[src/rtl/fire4_squeeze_ctrl_if.sv]
// Control/handshake bundle between the fire4 squeeze sequencer, the MAC array,
// the ifm/ofm buffers and the layer scheduler.
interface fire4_squeeze_ctrl_if #(
    parameter int ADDR_W = 21,
    parameter int OADR_W = 10
);
    logic              start_i;
    logic              ofm_ready_i;
    logic              sample_i;
    logic              layer_en_o;
    logic [ADDR_W-1:0] ifm_addr_o;
    logic              ofm_wr_en_o;
    logic [OADR_W-1:0] ofm_wr_addr_o;
    logic              busy_o;
    logic              done_o;
    logic              ram_feedback_o;
    logic              err_o;

    modport slave (
        input  start_i, ofm_ready_i, sample_i,
        output layer_en_o, ifm_addr_o, ofm_wr_en_o, ofm_wr_addr_o,
               busy_o, done_o, ram_feedback_o, err_o
    );

    modport master (
        output start_i, ofm_ready_i, sample_i,
        input  layer_en_o, ifm_addr_o, ofm_wr_en_o, ofm_wr_addr_o,
               busy_o, done_o, ram_feedback_o, err_o
    );
endinterface

[src/rtl/fire4_squeeze_ctrl.sv]
// Layer-pass sequencer for the fire4 squeeze MAC array: walks taps/pixels,
// issues ifm reads, turns array sample pulses into ofm writes.
module fire4_squeeze_ctrl #(
    parameter int WOUT   = 32,
    parameter int CHIN   = 128,
    parameter int KDIM   = 3,
    parameter int ADDR_W = $clog2(WOUT*WOUT*KDIM*KDIM*CHIN),
    parameter int OADR_W = $clog2(WOUT*WOUT)
) (
    input  logic                 clk,
    input  logic                 rst,
    fire4_squeeze_ctrl_if.slave  bus
);
    localparam int N     = KDIM*KDIM*CHIN;
    localparam int P     = WOUT*WOUT;
    localparam int TAP_W = $clog2(N+1);
    localparam int PIX_W = $clog2(P+1);
    localparam int SMP_W = $clog2(P+1);

    localparam logic [TAP_W-1:0] TAP_LAST = TAP_W'(N);
    localparam logic [TAP_W-1:0] TAP_HOLD = TAP_W'(N-1);
    localparam logic [PIX_W-1:0] PIX_LAST = PIX_W'(P-1);
    localparam logic [SMP_W-1:0] SMP_FULL = SMP_W'(P);

    typedef enum logic [2:0] {S_IDLE, S_RUN, S_HOLD, S_DRAIN, S_DONE} state_t;

    state_t              state_q, state_d;
    logic [TAP_W-1:0]    tap_q, tap_d;
    logic [PIX_W-1:0]    pix_q, pix_d;
    logic [ADDR_W-1:0]   addr_q, addr_d;
    logic [SMP_W-1:0]    smp_q;
    logic                fb_q, fb_d;
    logic                err_q;
    logic                start_acc;
    logic                active;
    logic                vld_p1;
    logic [OADR_W-1:0]   wr_addr_p1;

    assign active = (state_q == S_RUN) || (state_q == S_HOLD) || (state_q == S_DRAIN);

    always_comb begin
        state_d   = state_q;
        tap_d     = tap_q;
        pix_d     = pix_q;
        addr_d    = addr_q;
        start_acc = 1'b0;
        case (state_q)
            S_IDLE, S_DONE: begin
                if (bus.start_i) begin
                    start_acc = 1'b1;
                    state_d   = S_RUN;
                    tap_d     = '0;
                    pix_d     = '0;
                    addr_d    = '0;
                end
            end
            S_RUN: begin
                if (tap_q == TAP_LAST) begin
                    // clear cycle: step to the next pixel base, pause only here
                    tap_d = '0;
                    if (pix_q == PIX_LAST) begin
                        state_d = S_DRAIN;
                    end else begin
                        pix_d  = pix_q + PIX_W'(1);
                        addr_d = addr_q + ADDR_W'(1);
                        if (!bus.ofm_ready_i) state_d = S_HOLD;
                    end
                end else begin
                    tap_d = tap_q + TAP_W'(1);
                    if (tap_q != TAP_HOLD) addr_d = addr_q + ADDR_W'(1);
                end
            end
            S_HOLD: begin
                if (bus.ofm_ready_i) state_d = S_RUN;
            end
            S_DRAIN: begin
                if (smp_q == SMP_FULL) state_d = S_DONE;
            end
            default: state_d = S_IDLE;
        endcase
        fb_d = (state_d == S_DONE) && (state_q != S_DONE);
    end

    always_ff @(posedge clk or negedge rst) begin
        if (!rst) begin
            state_q <= S_IDLE;
            tap_q   <= '0;
            pix_q   <= '0;
            addr_q  <= '0;
            fb_q    <= 1'b0;
        end else begin
            state_q <= state_d;
            tap_q   <= tap_d;
            pix_q   <= pix_d;
            addr_q  <= addr_d;
            fb_q    <= fb_d;
        end
    end

    // p0 -> p1: accepted sample becomes an ofm write one cycle later
    always_ff @(posedge clk or negedge rst) begin
        if (!rst) begin
            smp_q      <= '0;
            vld_p1     <= 1'b0;
            wr_addr_p1 <= '0;
            err_q      <= 1'b0;
        end else begin
            vld_p1 <= 1'b0;
            if (bus.sample_i) begin
                if (active && (smp_q != SMP_FULL)) begin
                    vld_p1     <= 1'b1;
                    wr_addr_p1 <= smp_q[OADR_W-1:0];
                    smp_q      <= smp_q + SMP_W'(1);
                end else begin
                    err_q <= 1'b1;
                end
            end
            if (start_acc) smp_q <= '0;
        end
    end

    assign bus.layer_en_o     = (state_q == S_RUN);
    assign bus.ifm_addr_o     = addr_q;
    assign bus.ofm_wr_en_o    = vld_p1;
    assign bus.ofm_wr_addr_o  = wr_addr_p1;
    assign bus.busy_o         = active;
    assign bus.done_o         = (state_q == S_DONE);
    assign bus.ram_feedback_o = fb_q;
    assign bus.err_o          = err_q;
endmodule

[src/flat_wrapper.sv]
// flat-port wrapper written by rule: the top's interface ports become plain ports
module fire4_squeeze_ctrl_flat 
#(
    parameter int WOUT   = 32,
    parameter int CHIN   = 128,
    parameter int KDIM   = 3,
    parameter int ADDR_W = $clog2(WOUT*WOUT*KDIM*KDIM*CHIN),
    parameter int OADR_W = $clog2(WOUT*WOUT)
)
  (clk, rst, bus_start_i, bus_ofm_ready_i, bus_sample_i, bus_layer_en_o, bus_ifm_addr_o, bus_ofm_wr_en_o, bus_ofm_wr_addr_o, bus_busy_o, bus_done_o, bus_ram_feedback_o, bus_err_o);
  fire4_squeeze_ctrl_if #(.ADDR_W(ADDR_W), .OADR_W(OADR_W)) bus_i ();
  input  logic clk;
  input  logic rst;
  input wire logic [$bits(bus_i.start_i)-1:0] bus_start_i;
  input wire logic [$bits(bus_i.ofm_ready_i)-1:0] bus_ofm_ready_i;
  input wire logic [$bits(bus_i.sample_i)-1:0] bus_sample_i;
  output wire logic [$bits(bus_i.layer_en_o)-1:0] bus_layer_en_o;
  output wire logic [$bits(bus_i.ifm_addr_o)-1:0] bus_ifm_addr_o;
  output wire logic [$bits(bus_i.ofm_wr_en_o)-1:0] bus_ofm_wr_en_o;
  output wire logic [$bits(bus_i.ofm_wr_addr_o)-1:0] bus_ofm_wr_addr_o;
  output wire logic [$bits(bus_i.busy_o)-1:0] bus_busy_o;
  output wire logic [$bits(bus_i.done_o)-1:0] bus_done_o;
  output wire logic [$bits(bus_i.ram_feedback_o)-1:0] bus_ram_feedback_o;
  output wire logic [$bits(bus_i.err_o)-1:0] bus_err_o;
  assign bus_i.start_i = bus_start_i;
  assign bus_i.ofm_ready_i = bus_ofm_ready_i;
  assign bus_i.sample_i = bus_sample_i;
  assign bus_layer_en_o = bus_i.layer_en_o;
  assign bus_ifm_addr_o = bus_i.ifm_addr_o;
  assign bus_ofm_wr_en_o = bus_i.ofm_wr_en_o;
  assign bus_ofm_wr_addr_o = bus_i.ofm_wr_addr_o;
  assign bus_busy_o = bus_i.busy_o;
  assign bus_done_o = bus_i.done_o;
  assign bus_ram_feedback_o = bus_i.ram_feedback_o;
  assign bus_err_o = bus_i.err_o;
  fire4_squeeze_ctrl #(.WOUT(WOUT), .CHIN(CHIN), .KDIM(KDIM), .ADDR_W(ADDR_W), .OADR_W(OADR_W)) u_core (.clk(clk), .rst(rst), .bus(bus_i));
endmodule
[config.mk]
export PLATFORM = sky130hd
export DESIGN_NAME = fire4_squeeze_ctrl_flat
export DESIGN_NICKNAME = d
export VERILOG_FILES = /design/src/rtl/fire4_squeeze_ctrl_if.sv /design/src/rtl/fire4_squeeze_ctrl.sv /design/src/flat_wrapper.sv
export SDC_FILE = /design/constraint.sdc
export NUM_CORES = 1
export LEC_CHECK = 0
export CORE_MARGIN = 2
export CORE_UTILIZATION = 58
export DETAILED_ROUTE_END_ITERATION = 10
export PLACE_DENSITY = 0.83
export RECOVER_POWER = 50
export SYNTH_ARGS = -nofsm -noshare
export SYNTH_HDL_FRONTEND = slang
export SYNTH_SLANG_ARGS = --single-unit
[constraint.sdc]
create_clock -name clk -period 6.64 [get_ports clk]
set_clock_uncertainty 0.05 [all_clocks]
set_input_delay 0.996 -clock clk [delete_from_list [all_inputs] [get_ports clk]]
set_output_delay 0.996 -clock clk [all_outputs]
set_load 0.005 [all_outputs]
==> results by group <==
Placement
  • Dpl ws: 3.832 ns
  • Number of port buffers: 41
  • Post-DP HPWL: 4.655 mm
  • Routability Congestion: 0.7873

Clocking
  • Hold buffer count at CTS: 0
  • CTS Buf Count: 9
  • Clk Latency, worst-skew pair: 0.34 ns
  • Postcts setup bufs: 0
  • CTS clk-pin slew, worst paths: 0.07 ns
  • Clk buf depth: 2
  • Clock sinks: 70
  • CTS H-Tree Depth: 3
  • CTS tree: built
  • CTS resizes: 0
  • Root Buffer: clkbuf_8

Floorplan
  • Total I/O pin count: 42
  • Die Span Y: 81.93 um
  • Core area: between 0.005 and 0.006 sq mm
  • Die area: approximately 0.0067 sq mm
  • Initial core utilization: 0.5984
  • Rows: 28
  • Die width: between 80 and 90 um

Worst setup path
  • Crit path from: bus_start_i
  • Delay-heaviest family, CP: buffers and inverters
  • Critical Path RT: 6.77 ns
  • Crit path kind: input pin to flip-flop
  • Worst R2R Setup Slack: between 3 and 4 ns
  • Worst EP arrival: 3.82 ns
  • Critical path endpoint category: flip-flop
  • CP peak stage delay: roughly 1.2 ns
  • Max Fanout on Critical Path: 39
  • Crit-path cells: dlygate4sd3_1 -> and2_1 -> clkbuf_1 -> nor2_1 -> o21ai_0 -> o41ai_1
  • FF-to-FF Start: u_core.state_q[1]$_DFF_PN0_
  • CP Launch Type: input pin
  • Slowest library cell on the worst path: clkbuf_1
  • Buf/Inv on CP: 2

Route
  • Total number of vias: 2,678
  • Pre-antenna DRT Iters: 4
  • Via-to-Cell Ratio: around 5.7
  • Post-route ant nets: 0
  • Drc violations: 0
  • Drt total wl: between 6 and 7 mm
  • DR WL/cell: 14.65 um
  • DR iter-0 viols: 181

Global routing
  • GR Util met1: 0.2984
  • Number of global-route vias before repair: 2,600
  • Gr busiest metal: met2
  • Met3 GRT Util: 0.03956
  • Initial antenna violation count: 0
  • Grt ovf: 0
  • Met2 usage: 0.3780
  • First-pass GRT wire length: 11.72 mm
  • Largest net degree at the start of global routing: between 70 and 80
  • Global Route Usage Sum: 0.2283

Logic synthesis
  • Syn. warnings: 0
  • Share of the synthesized area in the top cell type: 0.4973
  • Syn_nets: 360
  • EDFF count, synth: 0
  • Avg Inst Size Synth: 10.09 sq um
  • Dominant synthesized flop cell: dfrtp_1
  • #FFs+latches synth: 70
  • Sequential area share after synthesis: 0.4973
  • Synth unique cells: 49
  • Largest cells by area after synthesis: dfrtp_1 (50%), xor2_1 (6.5%), nor2_1 (4.8%)
  • Cell taking the most area after synthesis: dfrtp_1
  • Asr flop ratio synth: 1.000
  • Synth Cell Area: 0.003522 sq mm
  • Syn Inst Count: approximately 350

STA
  • Fin crit period: around 3.7 ns
  • Fin crit share: 0.5563
  • Fin Setup TNS: 0 ns
  • Final setup viols: 0
  • Max-slew headroom: -0.1565
  • Final Hold Fails: 0
  • Final WS setup: 2.946 ns
  • RSZ-0062 raised after global routing: no
  • Fmax: 0.2707 GHz
  • Slew @ Worst Pin: about 1.7 ns
  • Max-slew violation count: 40

Finish
  • Antenna diodes: 0
  • Most frequent cells in the layout: dfrtp_1 (70), nor2_1 (45), clkdlybuf4s50_1 (35)
  • Fraction of layout instances using a drive strength above 1: 0.1063
  • Fill count: 443
  • Final-stage net count: 401
  • Area Overhead vs Synth: 17.87%
  • Commonest non-fill, non-tap cell in the layout: dfrtp_1

Power
  • Worst IR drop on VDD: 0.2387 mV
  • Lkg Pwr: 0.001820 uW
  • PwrDens: ~360 mW/mm^2

Run status
  • Status: finished, violations left
  • Failing checks: max-capacitance violations, max-slew violations

Hold path
  • Worst hold path type: flip-flop to flip-flop
  • Min-Delay Startpoint: u_core.bus.err_o$_DFFE_PN0P_

Job
  • Max-cap violation count: 1
stage by stage:
stage | area, sq um | std cells | hold slack (ns) | utilization | power [uW]
finish | 4151 | 470 | 0.4106 | 0.7054 | 1493
global route | 4151 | 470 | 0.4447 | 0.7054 | 1606
CTS | 4160 | 470 | 0.4155 | 0.7068 | 1508
detailed placement | 3975 | 454 | 0.3971 | 0.6754 | 1187
global placement | 3975 | 454 | 0.3936 | 0.6754 | 1162
floorplan | 3522 | 349 | 0.4010 | - | 972.0
synthesized netlist by cell type (5+ instances only):
cell type / instances
dfrtp_1: 70
nor2_1: 45
o21ai_0: 29
xor2_1: 26
nand2_1: 22
and3_1: 17
nand3_1: 13
inv_1: 10
nand4_1: 10
a21oi_1: 9
mux2_2: 9
or3_1: 9
clkbuf_1: 8
ha_1: 6
xnor2_1: 6
o21ai_1: 5
routing by layer:
metal | share of wire | up-vias
met3 | 0.028 | 6
li1 | - | 1318
met5 | 0 | -
met2 | 0.49 | 39
met1 | 0.47 | 1315
met4 | 0.010 | 0
power by group:
| part | internal [uW] | total, uW | switching [uW] |
|---|---|---|---|
| Sequential | 565 | 721 | 156 |
| Clock | 164 | 317 | 154 |
| Combinational | 246 | 454 | 208 |
cell type report:
class                      count  area (sq um)  share of cell area
timing repair buffer          43         416.7              0.1004
inverter                      10         37.54            0.009042
multi-input combinational    256          1667              0.4014
clock inverter                 4         20.02            0.004822
clock buffer                  12         165.2             0.03978
sequential                    70          1752              0.4219
tap                           75         93.84             0.02260
cells by family after synthesis:
| kind of cell | after synthesis | share of synthesized area |
|---|---|---|
| fa+ha+maj | 6 | 0.02131 |
| mux | 10 | 0.03162 |
| flops | 70 | 0.4973 |
| buf+inv | 23 | 0.02807 |
| compound gates | 63 | 0.1165 |
| simple gates | 145 | 0.2256 |
| xor+xnor | 32 | 0.07957 |
registers in the layout (all words and copies together), names as in the netlist:
name / count
u_core.bus.ofm_wr_addr_o: 10
u_core.smp_q: 11
u_core.pix_q: 11
u_core.state_q: 3
u_core.bus.ifm_addr_o: 21
u_core.bus.err_o: 1
u_core.bus.ram_feedback_o: 1
u_core.tap_q: 11
u_core.bus.ofm_wr_en_o: 1
path summary, 6_finish.rpt:
kind | endpoint | cells after the start
max | u_core.tap_q[6]$_DFFE_PN0P_ | 6
min | u_core.bus.err_o$_DFFE_PN0P_ | 1
max reg2reg | u_core.bus.ifm_addr_o[20]$_DFFE_PN0P_ | 6
min reg2reg | u_core.bus.err_o$_DFFE_PN0P_ | 1
max in group asynchronous | u_core.bus.ifm_addr_o[1]$_DFFE_PN0P_ | 2
min in group asynchronous | u_core.tap_q[5]$_DFFE_PN0P_ | 2
Power figures use the tool's default switching activity.
==> edit, RTL diff (config.mk and constraints unchanged) <==
`WOUT` is set to 32 in 2 places; all go to 64.
--- a/src/rtl/fire4_squeeze_ctrl.sv
+++ b/src/rtl/fire4_squeeze_ctrl.sv
@@ -1,7 +1,7 @@
 // Layer-pass sequencer for the fire4 squeeze MAC array: walks taps/pixels,
 // issues ifm reads, turns array sample pulses into ofm writes.
 module fire4_squeeze_ctrl #(
-    parameter int WOUT   = 32,
+    parameter int WOUT   = 64,
     parameter int CHIN   = 128,
     parameter int KDIM   = 3,
     parameter int ADDR_W = $clog2(WOUT*WOUT*KDIM*KDIM*CHIN),
--- a/src/flat_wrapper.sv
+++ b/src/flat_wrapper.sv
@@ -1,7 +1,7 @@
 // flat-port wrapper written by rule: the top's interface ports become plain ports
 module fire4_squeeze_ctrl_flat 
 #(
-    parameter int WOUT   = 32,
+    parameter int WOUT   = 64,
     parameter int CHIN   = 128,
     parameter int KDIM   = 3,
     parameter int ADDR_W = $clog2(WOUT*WOUT*KDIM*KDIM*CHIN),
Ports: changed (resized bus_ifm_addr_o and bus_ofm_wr_addr_o); port bits go from 42 to 46. The function was not compared with the original's and may differ.
==> edit against the unedited design <==
  * Worst setup slack worse by 0.80 ns
  * Sequential cell count up 8
  * Cell area grew 14%
  * Total power up 11%
  * Core utilization increased by 0.13 points
  * Synthesized area up 14%
  * Clock power grew 46%
  * The run still ends with max-capacitance violations, max-slew violations left
  * Wire length rose by 26%
==> edit: results (changes against the unedited design) <==
| Metric | Value |
|---|---|
| Final wirelength | 8690 um (+26%) |
| Sequential-to-total area share from yosys stat | 0.488 (-0.00968) |
| Failing checks | max-capacitance violations, max-slew violations |
| Initial antenna violation count | 0 (unchanged) |
| Antenna diodes | 0 (unchanged) |
| Slew HR | -0.305 (-0.149) |
| Max reg flops | 23 (+9.5%) |
| Wirelength per Cell | 15.7 um (+7.0%) |
| Status | finished, violations left |
| Post_cts resized | 0 (unchanged) |
| R2R cell count | 6 (unchanged) |
| Post-DP Area | 4510 um^2 (+13%) |
| Post-synth ARST share | 1.00 (unchanged) |
| DRC viols | 0 (unchanged) |
| Leakage | 1.97 nW (+8.1%) |
| Final ANT Viol Nets | 0 (unchanged) |
| Pin count of the biggest net entering global routing | 79 (+11%) |
| Pre-CTS WS | 3.13 ns (-0.703 ns) |
| Dominant synthesized flop cell | dfrtp_1 |
| Worst vdd ir | 0.000163 V (-32%) |
| IO buf count | 45 (+9.8%) |
| Tot GR Track Use | 0.243 (+0.0145) |
| Clock transition at path regs | 0.08 ns |
| Postcts setup bufs | 0 (unchanged) |
| Critical-path top delay cell | clkbuf_1 |
| Most instantiated cells after synthesis | dfrtp_1, nand2_1, o21ai_0 |
| Nets | 480 (+20%) |
| Min-delay worst type | register to register |
| Vias/cell | 6.15 (+8.0%) |
| Fillcell total | 521 (+18%) |
| Critical Path Max Stage Delay | 1.45 ns (+0.21 ns) |
| Crit path max fanout | 44 (+13%) |
| Syn_nets | 435 (+21%) |
| Placed Cells | 538 (+19%) |
| Cell variety after synth | 58 (+18%) |
| H-tree depth | 3 (unchanged) |
| Hold Crit Depth | 1 (unchanged) |
| 1st-iter DRT viols | 204 (+13%) |
| Total of max-cap violations | 1 (unchanged) |
| Max-slew violation count | 45 (+13%) |
| Cts bufs inserted | 9 (unchanged) |
| Clock latency on the worst-skew pair | 0.35 ns |
| Layout cells sized above 1 | 0.0738 (-0.0325) |
| RePlAce Congestion | 0.785 (-0.30%) |
| CTS Root Cell | clkbuf_8 |
| Global-route wire length before repair | 14600 um (+25%) |
| Mapped Avg Cell Area | 9.44 um^2 (-6.5%) |
| Initial DRT Pass Iterations | 5 (+1) |
| Vias in the first global route | 3283 (+26%) |
| Synth area leaders | dfrtp_1, nand2_1, o21ai_0 |
| DPL Wire Length | 5910 um (+27%) |
| WP data arrival | 4.69 ns (+0.87 ns) |
| Ys Warns | 0 (unchanged) |
| Clock Path Buffers | 2 (unchanged) |
-- edit: cell type report --
type | instances | area share
clock buffer | 10 | 0.0269
clock inverter | 6 | 0.0282
inverter | 20 | 0.0158
multi-input combinational | 313 | 0.400
sequential | 78 | 0.411
tap | 80 | 0.0211
timing repair buffer | 47 | 0.0967
-- edit: logic make-up after synthesis --
family	synth area share
AO/OA/AOI/OAI	0.145
buffers and inverters	0.0369
multiplexers	0.00781
AND/OR/NAND/NOR	0.264
adder cells (fa/ha/maj)	0.0188
flip-flops	0.488
XOR/XNOR	0.0394
-- edit: through the flow --
stage	util	hold slack (ns)
after floorplan	-	0.392
after global placement	0.671	0.390
after global routing	0.707	0.446
after detailed placement	0.671	0.403
final	0.707	0.415
after CTS	0.709	0.421
-- edit: final timing paths --
check,endpoint,slack [ns],startpoint
worst min register to register,u_core.bus.err_o,0.42,u_core.bus.err_o
worst max register to register,u_core.bus.ifm_addr_o[18],2.88,u_core.state_q[1]
max in group asynchronous,u_core.bus.ofm_wr_addr_o[1],5.16,rst
min in group asynchronous,u_core.pix_q[4],0.73,rst
worst max-delay path,u_core.bus.ifm_addr_o[18],2.15,bus_start_i
worst min-delay path,u_core.bus.err_o,0.42,u_core.bus.err_o
-- edit: per-layer routing --
metal,GRT usage,vias up,share of wire
met5,0,-,0
met4,0.0938,0,0.017
met3,0.0379,14,0.033
met2,0.411,82,0.50
met1,0.313,1691,0.45
li1,-,1622,-
-- edit: power breakdown --
group          internal, W  switching [W]
Combinational     0.000230       0.000234
Sequential        0.000594       0.000142
Clock             0.000288       0.000174
-- edit: worst max-delay path: cells and delay by family --
kind	cells	cell delay (ns)
AOI/OAI and AO/OA	3	1.05
buffers and inverters	2	2.04
and+or+nand+nor	2	0.60
